**src/rtl/bist_pkg.sv**
```systemverilog
// Shared BIST definitions: controller state encoding and default LFSR/MISR sizing.
package bist_pkg;

    typedef enum logic [2:0] {
        ST_IDLE    = 3'd0,
        ST_INIT    = 3'd1,
        ST_RUN     = 3'd2,
        ST_FLUSH   = 3'd3,
        ST_COMPARE = 3'd4,
        ST_DONE    = 3'd5
    } bist_state_e;

    localparam int unsigned                   BIST_N_PATTERNS = 1000;
    localparam int unsigned                   BIST_SIG_WIDTH  = 16;
    localparam logic [BIST_SIG_WIDTH-1:0]     BIST_GOLDEN_SIG = 16'h0000;

    // Counter must hold N_PATTERNS itself, since it increments on the last RUN cycle.
    function automatic int unsigned bist_cnt_width(input int unsigned n);
        return $clog2(n + 1);
    endfunction

endpackage

```
**src/rtl/bist_edge_detect.sv**
```systemverilog
// Registered rising-edge detector for the BIST start request.
module bist_edge_detect (
    input  logic clk_i,
    input  logic rst_ni,
    input  logic level_i,
    output logic edge_o
);

    logic prev_q;
    logic edge_q;

    always_ff @(posedge clk_i or negedge rst_ni) begin
        if (!rst_ni) begin
            prev_q <= 1'b0;
            edge_q <= 1'b0;
        end else begin
            prev_q <= level_i;
            edge_q <= level_i & ~prev_q;
        end
    end

    assign edge_o = edge_q;

endmodule

```
**src/rtl/bist_controller.sv**
```systemverilog
// BIST sequencer: seeds LFSR, runs N_PATTERNS cycles, flushes MISR, compares signature.
// Optional: define BIST_RESTART_EN to let a start edge restart an in-progress run.
module bist_controller
    import bist_pkg::*;
#(
    parameter int unsigned          N_PATTERNS = BIST_N_PATTERNS,
    parameter int unsigned          SIG_WIDTH  = BIST_SIG_WIDTH,
    parameter logic [SIG_WIDTH-1:0] GOLDEN_SIG = SIG_WIDTH'(BIST_GOLDEN_SIG)
) (
    input  logic                 clock,
    input  logic                 reset,
    input  logic                 bist_start,
    input  logic [SIG_WIDTH-1:0] misr_signature,
    output logic                 lfsr_seed_load,
    output logic                 lfsr_en,
    output logic                 misr_clear,
    output logic                 misr_en,
    output logic                 test_mode,
    output logic                 bist_end,
    output logic                 pass_nfail
);

    localparam int unsigned     CNT_W    = bist_cnt_width(N_PATTERNS);
    localparam logic [CNT_W-1:0] CNT_LAST = CNT_W'(N_PATTERNS - 1);

    bist_state_e      state_q, state_d;
    logic [CNT_W-1:0] cnt_q, cnt_d;
    logic             start_edge;

    logic seed_load_q, seed_load_d;
    logic lfsr_en_q,   lfsr_en_d;
    logic clear_q,     clear_d;
    logic misr_en_q,   misr_en_d;
    logic test_mode_q, test_mode_d;
    logic end_q,       end_d;
    logic pass_q,      pass_d;

    bist_edge_detect u_edge (
        .clk_i   (clock),
        .rst_ni  (reset),
        .level_i (bist_start),
        .edge_o  (start_edge)
    );

    always_comb begin
        state_d = state_q;
        cnt_d   = cnt_q;

        case (state_q)
            ST_IDLE: begin
                if (start_edge) state_d = ST_INIT;
            end
            ST_INIT: begin
                cnt_d   = '0;
                state_d = ST_RUN;
            end
            ST_RUN: begin
                cnt_d = cnt_q + CNT_W'(1);
                if (cnt_q == CNT_LAST) state_d = ST_FLUSH;
            end
            ST_FLUSH: begin
                state_d = ST_COMPARE;
            end
            ST_COMPARE: begin
                state_d = ST_DONE;
            end
            ST_DONE: begin
                if (start_edge) state_d = ST_INIT;
            end
            default: begin
                state_d = ST_IDLE;
            end
        endcase

`ifdef BIST_RESTART_EN
        if (start_edge && (state_q inside {ST_INIT, ST_RUN, ST_FLUSH, ST_COMPARE})) begin
            state_d = ST_INIT;
        end
`endif

        if (state_d == ST_INIT) cnt_d = '0;
    end

    // Outputs are decoded from the next state and registered, so they line up with state_q.
    always_comb begin
        seed_load_d = (state_d == ST_INIT);
        clear_d     = (state_d == ST_INIT);
        lfsr_en_d   = (state_d == ST_RUN);
        test_mode_d = (state_d inside {ST_INIT, ST_RUN, ST_FLUSH, ST_COMPARE});
        end_d       = (state_d == ST_DONE);
        misr_en_d   = lfsr_en_q & (state_d != ST_INIT);
        pass_d      = pass_q;
        if (state_d == ST_INIT) begin
            pass_d = 1'b0;
        end else if (state_q == ST_COMPARE) begin
            pass_d = (misr_signature == GOLDEN_SIG);
        end
    end

    always_ff @(posedge clock or negedge reset) begin
        if (!reset) begin
            state_q     <= ST_IDLE;
            cnt_q       <= '0;
            seed_load_q <= 1'b0;
            lfsr_en_q   <= 1'b0;
            clear_q     <= 1'b0;
            misr_en_q   <= 1'b0;
            test_mode_q <= 1'b0;
            end_q       <= 1'b0;
            pass_q      <= 1'b0;
        end else begin
            state_q     <= state_d;
            cnt_q       <= cnt_d;
            seed_load_q <= seed_load_d;
            lfsr_en_q   <= lfsr_en_d;
            clear_q     <= clear_d;
            misr_en_q   <= misr_en_d;
            test_mode_q <= test_mode_d;
            end_q       <= end_d;
            pass_q      <= pass_d;
        end
    end

    assign lfsr_seed_load = seed_load_q;
    assign lfsr_en        = lfsr_en_q;
    assign misr_clear     = clear_q;
    assign misr_en        = misr_en_q;
    assign test_mode      = test_mode_q;
    assign bist_end       = end_q;
    assign pass_nfail     = pass_q;

endmodule

```
**config.mk**
```make
export PLATFORM = sky130hd
export DESIGN_NAME = bist_controller
export DESIGN_NICKNAME = d
export VERILOG_FILES = /design/src/rtl/bist_pkg.sv /design/src/rtl/bist_edge_detect.sv /design/src/rtl/bist_controller.sv
export SDC_FILE = /design/constraint.sdc
export NUM_CORES = 1
export LEC_CHECK = 0
export ABC_AREA = 1
export CORE_MARGIN = 4
export CORE_UTILIZATION = 30
export CTS_BUF_LIST = sky130_fd_sc_hd__clkbuf_4 sky130_fd_sc_hd__clkbuf_8
export CTS_CLUSTER_DIAMETER = 80
export DETAILED_ROUTE_END_ITERATION = 8
export PLACE_DENSITY_LB_ADDON = 0.12
export RECOVER_POWER = 25
export SYNTH_ARGS = -nofsm -noshare
export SYNTH_HDL_FRONTEND = slang
export SYNTH_SLANG_ARGS = --single-unit
```
**constraint.sdc**
```tcl
create_clock -name clock -period 2.8 [get_ports clock]
set_input_delay 0.56 -clock clock [delete_from_list [all_inputs] [get_ports clock]]
set_output_delay 0.56 -clock clock [all_outputs]
set_load 0.02 [all_outputs]
```
==> results of run 1 <==
state kept, by name, summed over array words and instances, names as in the netlist:
signal and count:
pass_nfail 1, misr_clear 1, lfsr_en 1, bist_end 1
misr_en 1, state_q 3, u_edge.edge_o 1, cnt_q 10
u_edge.prev_q 1, test_mode 1
kinds of logic (layout without fill, tap and decap cells):
| group | Yosys count | in the layout | share of synthesized area, % |
|---|---|---|---|
| AOI/OAI and AO/OA | 13 | 13 | 7.08 |
| adders and majority gates | 1 | 1 | 1.03 |
| buffers and inverters | 23 | 52 | 8.42 |
| DFF | 21 | 21 | 43.1 |
| and+or+nand+nor | 97 | 97 | 40.3 |
where the power goes:
part / internal, W / switching, W / leakage (nW) / total, W
Clock: 0.000111 / 0.0000990 / 0.0262 / 0.000210
Combinational: 0.000207 / 0.000368 / 0.442 / 0.000575
Sequential: 0.000367 / 0.0000525 / 0.280 / 0.000420
cell usage after synthesis, drive strengths merged:
cell type / number / area share, %
a21o: 1 / 0.62
a21oi: 2 / 1.1
buf: 1 / 0.62
dfrtp: 21 / 43
ha: 1 / 1.0
inv: 22 / 7.8
nand2: 52 / 20
nand3: 15 / 8.2
nand4: 1 / 0.51
nor2: 26 / 10
nor3: 1 / 0.41
nor3b: 1 / 0.62
o211ai: 1 / 0.62
o21ai: 7 / 3.5
o21bai: 2 / 1.2
or2: 1 / 0.51
layout make-up:
class                   instances  area (um2)  area share (%)
well taps                      48        60.1            3.82
inverters                      22        95.1            6.04
repair buffers                 26         254            16.1
multi-input cells             111         591            37.5
flip-flops and latches         21         526            33.4
clock buffers                   4        48.8            3.10
per-layer routing:
metal / share of wire, % / global-route usage (%) / vias up
li1: - / - / 541
met1: 45 / 12.8 / 447
met2: 44 / 16.5 / 23
met3: 8.1 / 3.23 / 6
met4: 2.4 / 5.01 / 0
met5: 0 / 0 / -
worst max path at each step:
stage	from	endpoint	slack (ns)
finish	lfsr_en	lfsr_en	1.01
global route	reset	cnt_q[0]	0.80
CTS	lfsr_en	lfsr_en	0.98
detailed placement	misr_signature[7]	pass_nfail	1.24
global placement	misr_signature[13]	pass_nfail	1.27
floorplan	cnt_q[1]	cnt_q[8]	1.62
stage by stage:
stage	hold slack [ns]	total power (W)
global route	0.412	0.00130
detailed placement	0.387	0.00101
finish	0.394	0.00120
global placement	0.381	0.00101
CTS	0.398	0.00123
floorplan	0.264	0.000838
==> impl_metrics.json, run 1 <==
{
  "status": "finished, final reports clean",
  "syn_to_final_growth_pct": 29.2,
  "syn_area_mm2": 0.00122,
  "numPortBuffers": 25,
  "viasPerCell": 4.38,
  "hold_buffers": 0,
  "final_layout_size_suffix_gt1_share_pct": 18.5,
  "ctsLongestPathBuffers": 2,
  "hold_class": "flip-flop to flip-flop",
  "startpoint_type": "flip-flop",
  "syn_nets": 175,
  "routabilityCongestion": 0.836,
  "cts_buffers": 3,
  "io_pins": 26,
  "finalHoldViolations": 0,
  "rows": 22,
  "cts_resized": 0,
  "crit_path_cell_trace": "clkdlybuf4s50_1",
  "cp_top_family": "buffers and inverters",
  "fill_cells": 412,
  "drcViolationCount": 0,
  "dpl-instance-area_mm2": 0.00153,
  "max_stage_delay_ns": 0.61,
  "worst_pin_slew_ns": 1.12,
  "drt_wl_total_um": 2460,
  "rr_endpoint": "cnt_q[8]",
  "die_w_um": 71.7,
  "max_freq_mhz": 558,
  "dieArea_mm2": 0.00515,
  "final_cell_mix": "nand2_1 (45), clkdlybuf4s50_1 (23), dfrtp_1 (21)",
  "cp_max_fo": 2,
  "setup_slack_ns": 1.01,
  "tns_ns": 0,
  "drtAntennaViolNets": 0,
  "rr_worst_depth": 6,
  "slew_headroom_pct": 25.1,
  "hpwlAfterDp_um": 1910,
  "r2r_slack_ns": 1.46,
  "cts_setup_buffers": 0,
  "fin_crit_sh_pct": 64.0,
  "timing.rr.start": "cnt_q[1]",
  "dieHeight_um": 71.7,
  "maxSlewViolCount": 0,
  "cts.sinks": 21,
  "drv_cap": 0,
  "grt_pass1_vias": 958,
  "ys_types": 28,
  "finClkSkew_ns": 0.00162,
  "antenna_found_initial": 0,
  "hold_path_end": "u_edge.edge_o",
  "crit_cells": 1,
  "synth-seq-area-share_pct": 43.1,
  "cts-root-buf": "clkbuf_8",
  "min_from": "u_edge.prev_q",
  "syn_inst": 155,
  "cellLeakagePower_nw": 0.748,
  "max-vdd-ir-drop_uv": 422,
  "synth.avg_cell_area_um2": 7.86,
  "cts_tree": "yes",
  "clk_pin_slew_worst_paths_ns": 0.07,
  "grt_max_degree": 22,
  "critical_path_required_ns": 2.24,
  "grt_pass1_wl_um": 4280,
  "synth_warnings": 0,
  "end_kind": "output pin",
  "stdcell_area_mm2": 0.00157,
  "instances_no_fill": 232,
  "first_pass_iters": 2,
  "htreeDepth": 1,
  "drt_iter0_markers": 13,
  "min_path_cells": 1,
  "final_util_pct": 41.4,
  "critPathBufInv": 1,
  "layout_commonest_cell": "nand2_1",
  "clk-insertion-delay-late_ns": 0.26,
  "insertedDiodeCount": 0,
  "p_per_area_mw_per_mm2": 765,
  "vias": 1017,
  "core_mm2": 0.00380,
  "setup_violations": 0,
  "wire_per_inst_um": 10.6,
  "critPathKind": "flip-flop to output pin",
  "crit_arrival_ns": 1.23,
  "pre_cts_ws_ns": 1.24,
  "synth-seq-cells": 21,
  "placed_cells": 228,
  "initial_utilization_pct": 32.1,
  "rsz0062_at_grt": "no",
  "nets": 205,
  "cp_slowest_cell": "clkdlybuf4s50_1",
  "grt_overflow": 0,
  "period_needed_ns": 1.79,
  "grtUsageTotal_pct": 10.4
}
(Power assumes the default switching activity.)
==> inputs of run 2 (changes only) <==
clock period = 1.8 ns   (was 2.8 ns; I/O delays follow)
==> run 2 against run 1 <==
  * Die area did not move
  * Power grew 56%
  * Clock power up 58%
  * Non-clock buffer count stayed put
  * Count of clock-buffer cells in the layout unchanged
  * Global-route usage increased by 0.45 points
  * Routed wire length rose by 2.8%
  * Combinational power grew 56%
  * Cell count stayed put
  * Sequential share of layout area did not move
  * Largest power group unchanged
==> impl_metrics.json, run 2 (synthesis gave the netlist of run 1 again) <==
{
  "status": "finished, final reports clean",
  "drt_iter0_markers": 30,
  "slew_headroom_pct": 23.2,
  "max_stage_delay_ns": 0.61,
  "setup_violations": 0,
  "cts_resized": 0,
  "grt_max_degree": 22,
  "nets": 205,
  "final_util_pct": 41.4,
  "critPathBufInv": 1,
  "grt_pass1_wl_um": 4450,
  "period_needed_ns": 1.60,
  "finClkSkew_ns": 0.00299,
  "die_w_um": 71.7,
  "rr_endpoint": "cnt_q[8]",
  "min_from": "u_edge.prev_q",
  "dieHeight_um": 71.7,
  "hold_class": "flip-flop to flip-flop",
  "tns_ns": 0,
  "syn_to_final_growth_pct": 29.2,
  "whs_ns": 0.396,
  "drt_wl_total_um": 2530,
  "htreeDepth": 1,
  "first_pass_iters": 4,
  "cp_max_fo": 2,
  "hold_buffers": 0,
  "io_pins": 26,
  "routabilityCongestion": 0.875,
  "drcViolationCount": 0,
  "clk-insertion-delay-late_ns": 0.27,
  "cp_slowest_cell": "clkdlybuf4s50_1",
  "insertedDiodeCount": 0,
  "drtAntennaViolNets": 0,
  "reg_top3": "cnt_q (10), state_q (3)",
  "vias": 1036,
  "top_register": "cnt_q",
  "critPathKind": "flip-flop to output pin",
  "rsz0062_at_grt": "no",
  "p_total_w": 0.00188,
  "dpl-instance-area_mm2": 0.00153,
  "viasPerCell": 4.47,
  "cts.sinks": 21,
  "p_per_area_mw_per_mm2": 1200,
  "maxSlewViolCount": 0,
  "largest_reg_flops": 10,
  "critical_path_required_ns": 1.44,
  "crit_path_cell_trace": "clkdlybuf4s50_1",
  "cp_top_family": "buffers and inverters",
  "drv_cap": 0,
  "stdcell_area_mm2": 0.00157,
  "initial_utilization_pct": 32.1,
  "max_freq_mhz": 626,
  "grt_overflow": 0,
  "min_path_cells": 1,
  "numPortBuffers": 25,
  "final_layout_size_suffix_gt1_share_pct": 18.5,
  "rows": 22,
  "crit_arrival_ns": 1.24,
  "hold_path_end": "u_edge.edge_o",
  "clk_pin_slew_worst_paths_ns": 0.08,
  "cts_tree": "yes",
  "fin_crit_sh_pct": 88.8,
  "max-vdd-ir-drop_uv": 441,
  "startpoint_type": "flip-flop",
  "cts_buffers": 3,
  "final_cell_mix": "nand2_1 (45), clkdlybuf4s50_1 (24), dfrtp_1 (21)",
  "core_mm2": 0.00380,
  "wire_per_inst_um": 10.9,
  "grtUsageTotal_pct": 10.9,
  "timing.rr.start": "cnt_q[1]",
  "cellLeakagePower_nw": 0.747,
  "rr_worst_depth": 6,
  "r2r_slack_ns": 0.45,
  "grt_pass1_vias": 1045,
  "dieArea_mm2": 0.00515,
  "finalHoldViolations": 0,
  "layout_commonest_cell": "nand2_1",
  "ctsLongestPathBuffers": 2,
  "worst_pin_slew_ns": 1.15,
  "antenna_found_initial": 0,
  "end_kind": "output pin",
  "cts-root-buf": "clkbuf_8",
  "hpwlAfterDp_um": 1970,
  "cts_setup_buffers": 0
}
[run 2: cell count changes in the layout (fill, tap and decap cells not counted)]
cell / delta
clkdlybuf4s50_1: +1
dlygate4sd3_1: -1
[run 2: power breakdown]
part / switching (W) / internal [W]
Sequential: 0.0000826 / 0.000572
Combinational: 0.000577 / 0.000323
Clock: 0.000158 / 0.000173
Total: 0.000817 / 0.00107
[run 2: how the worst max path moves through the flow]
stage                      start          to  slack [ns]  cells past startpoint
2_1_floorplan           cnt_q[1]    cnt_q[8]        0.62                      6
5_1_grt                    reset    cnt_q[5]        0.08                      2
3_3_place_gp   misr_signature[7]  pass_nfail        0.47                      8
4_1_cts                  lfsr_en     lfsr_en        0.18                      1
6_report                 lfsr_en     lfsr_en        0.20                      1
3_5_place_dp   misr_signature[3]  pass_nfail        0.41                      8
[run 2: layer usage]
| layer | GRT usage [%] | up-vias | share of wire (%) |
|---|---|---|---|
| met5 | 0 | - | 0 |
| met4 | 6.26 | 0 | 2.6 |
| met3 | 2.52 | 5 | 7.0 |
| met2 | 17.7 | 25 | 46 |
| met1 | 13.0 | 465 | 44 |
| li1 | - | 541 | - |
[run 2: cell type report]
type | count | area, um2
Inverter | 22 | 95.1
Clock buffer | 4 | 48.8
Fill cell | 396 | 2220
Sequential cell | 21 | 526
Tap cell | 48 | 60.1
Timing Repair Buffer | 26 | 254
Multi-Input combinational cell | 111 | 591
[run 2: per-stage QoR]
stage                     instances  setup slack, ns
after floorplan                 155            0.617
after global placement          228            0.469
after detailed placement        228            0.410
after CTS                       232            0.178
after global routing            232           0.0763
final                           232            0.202
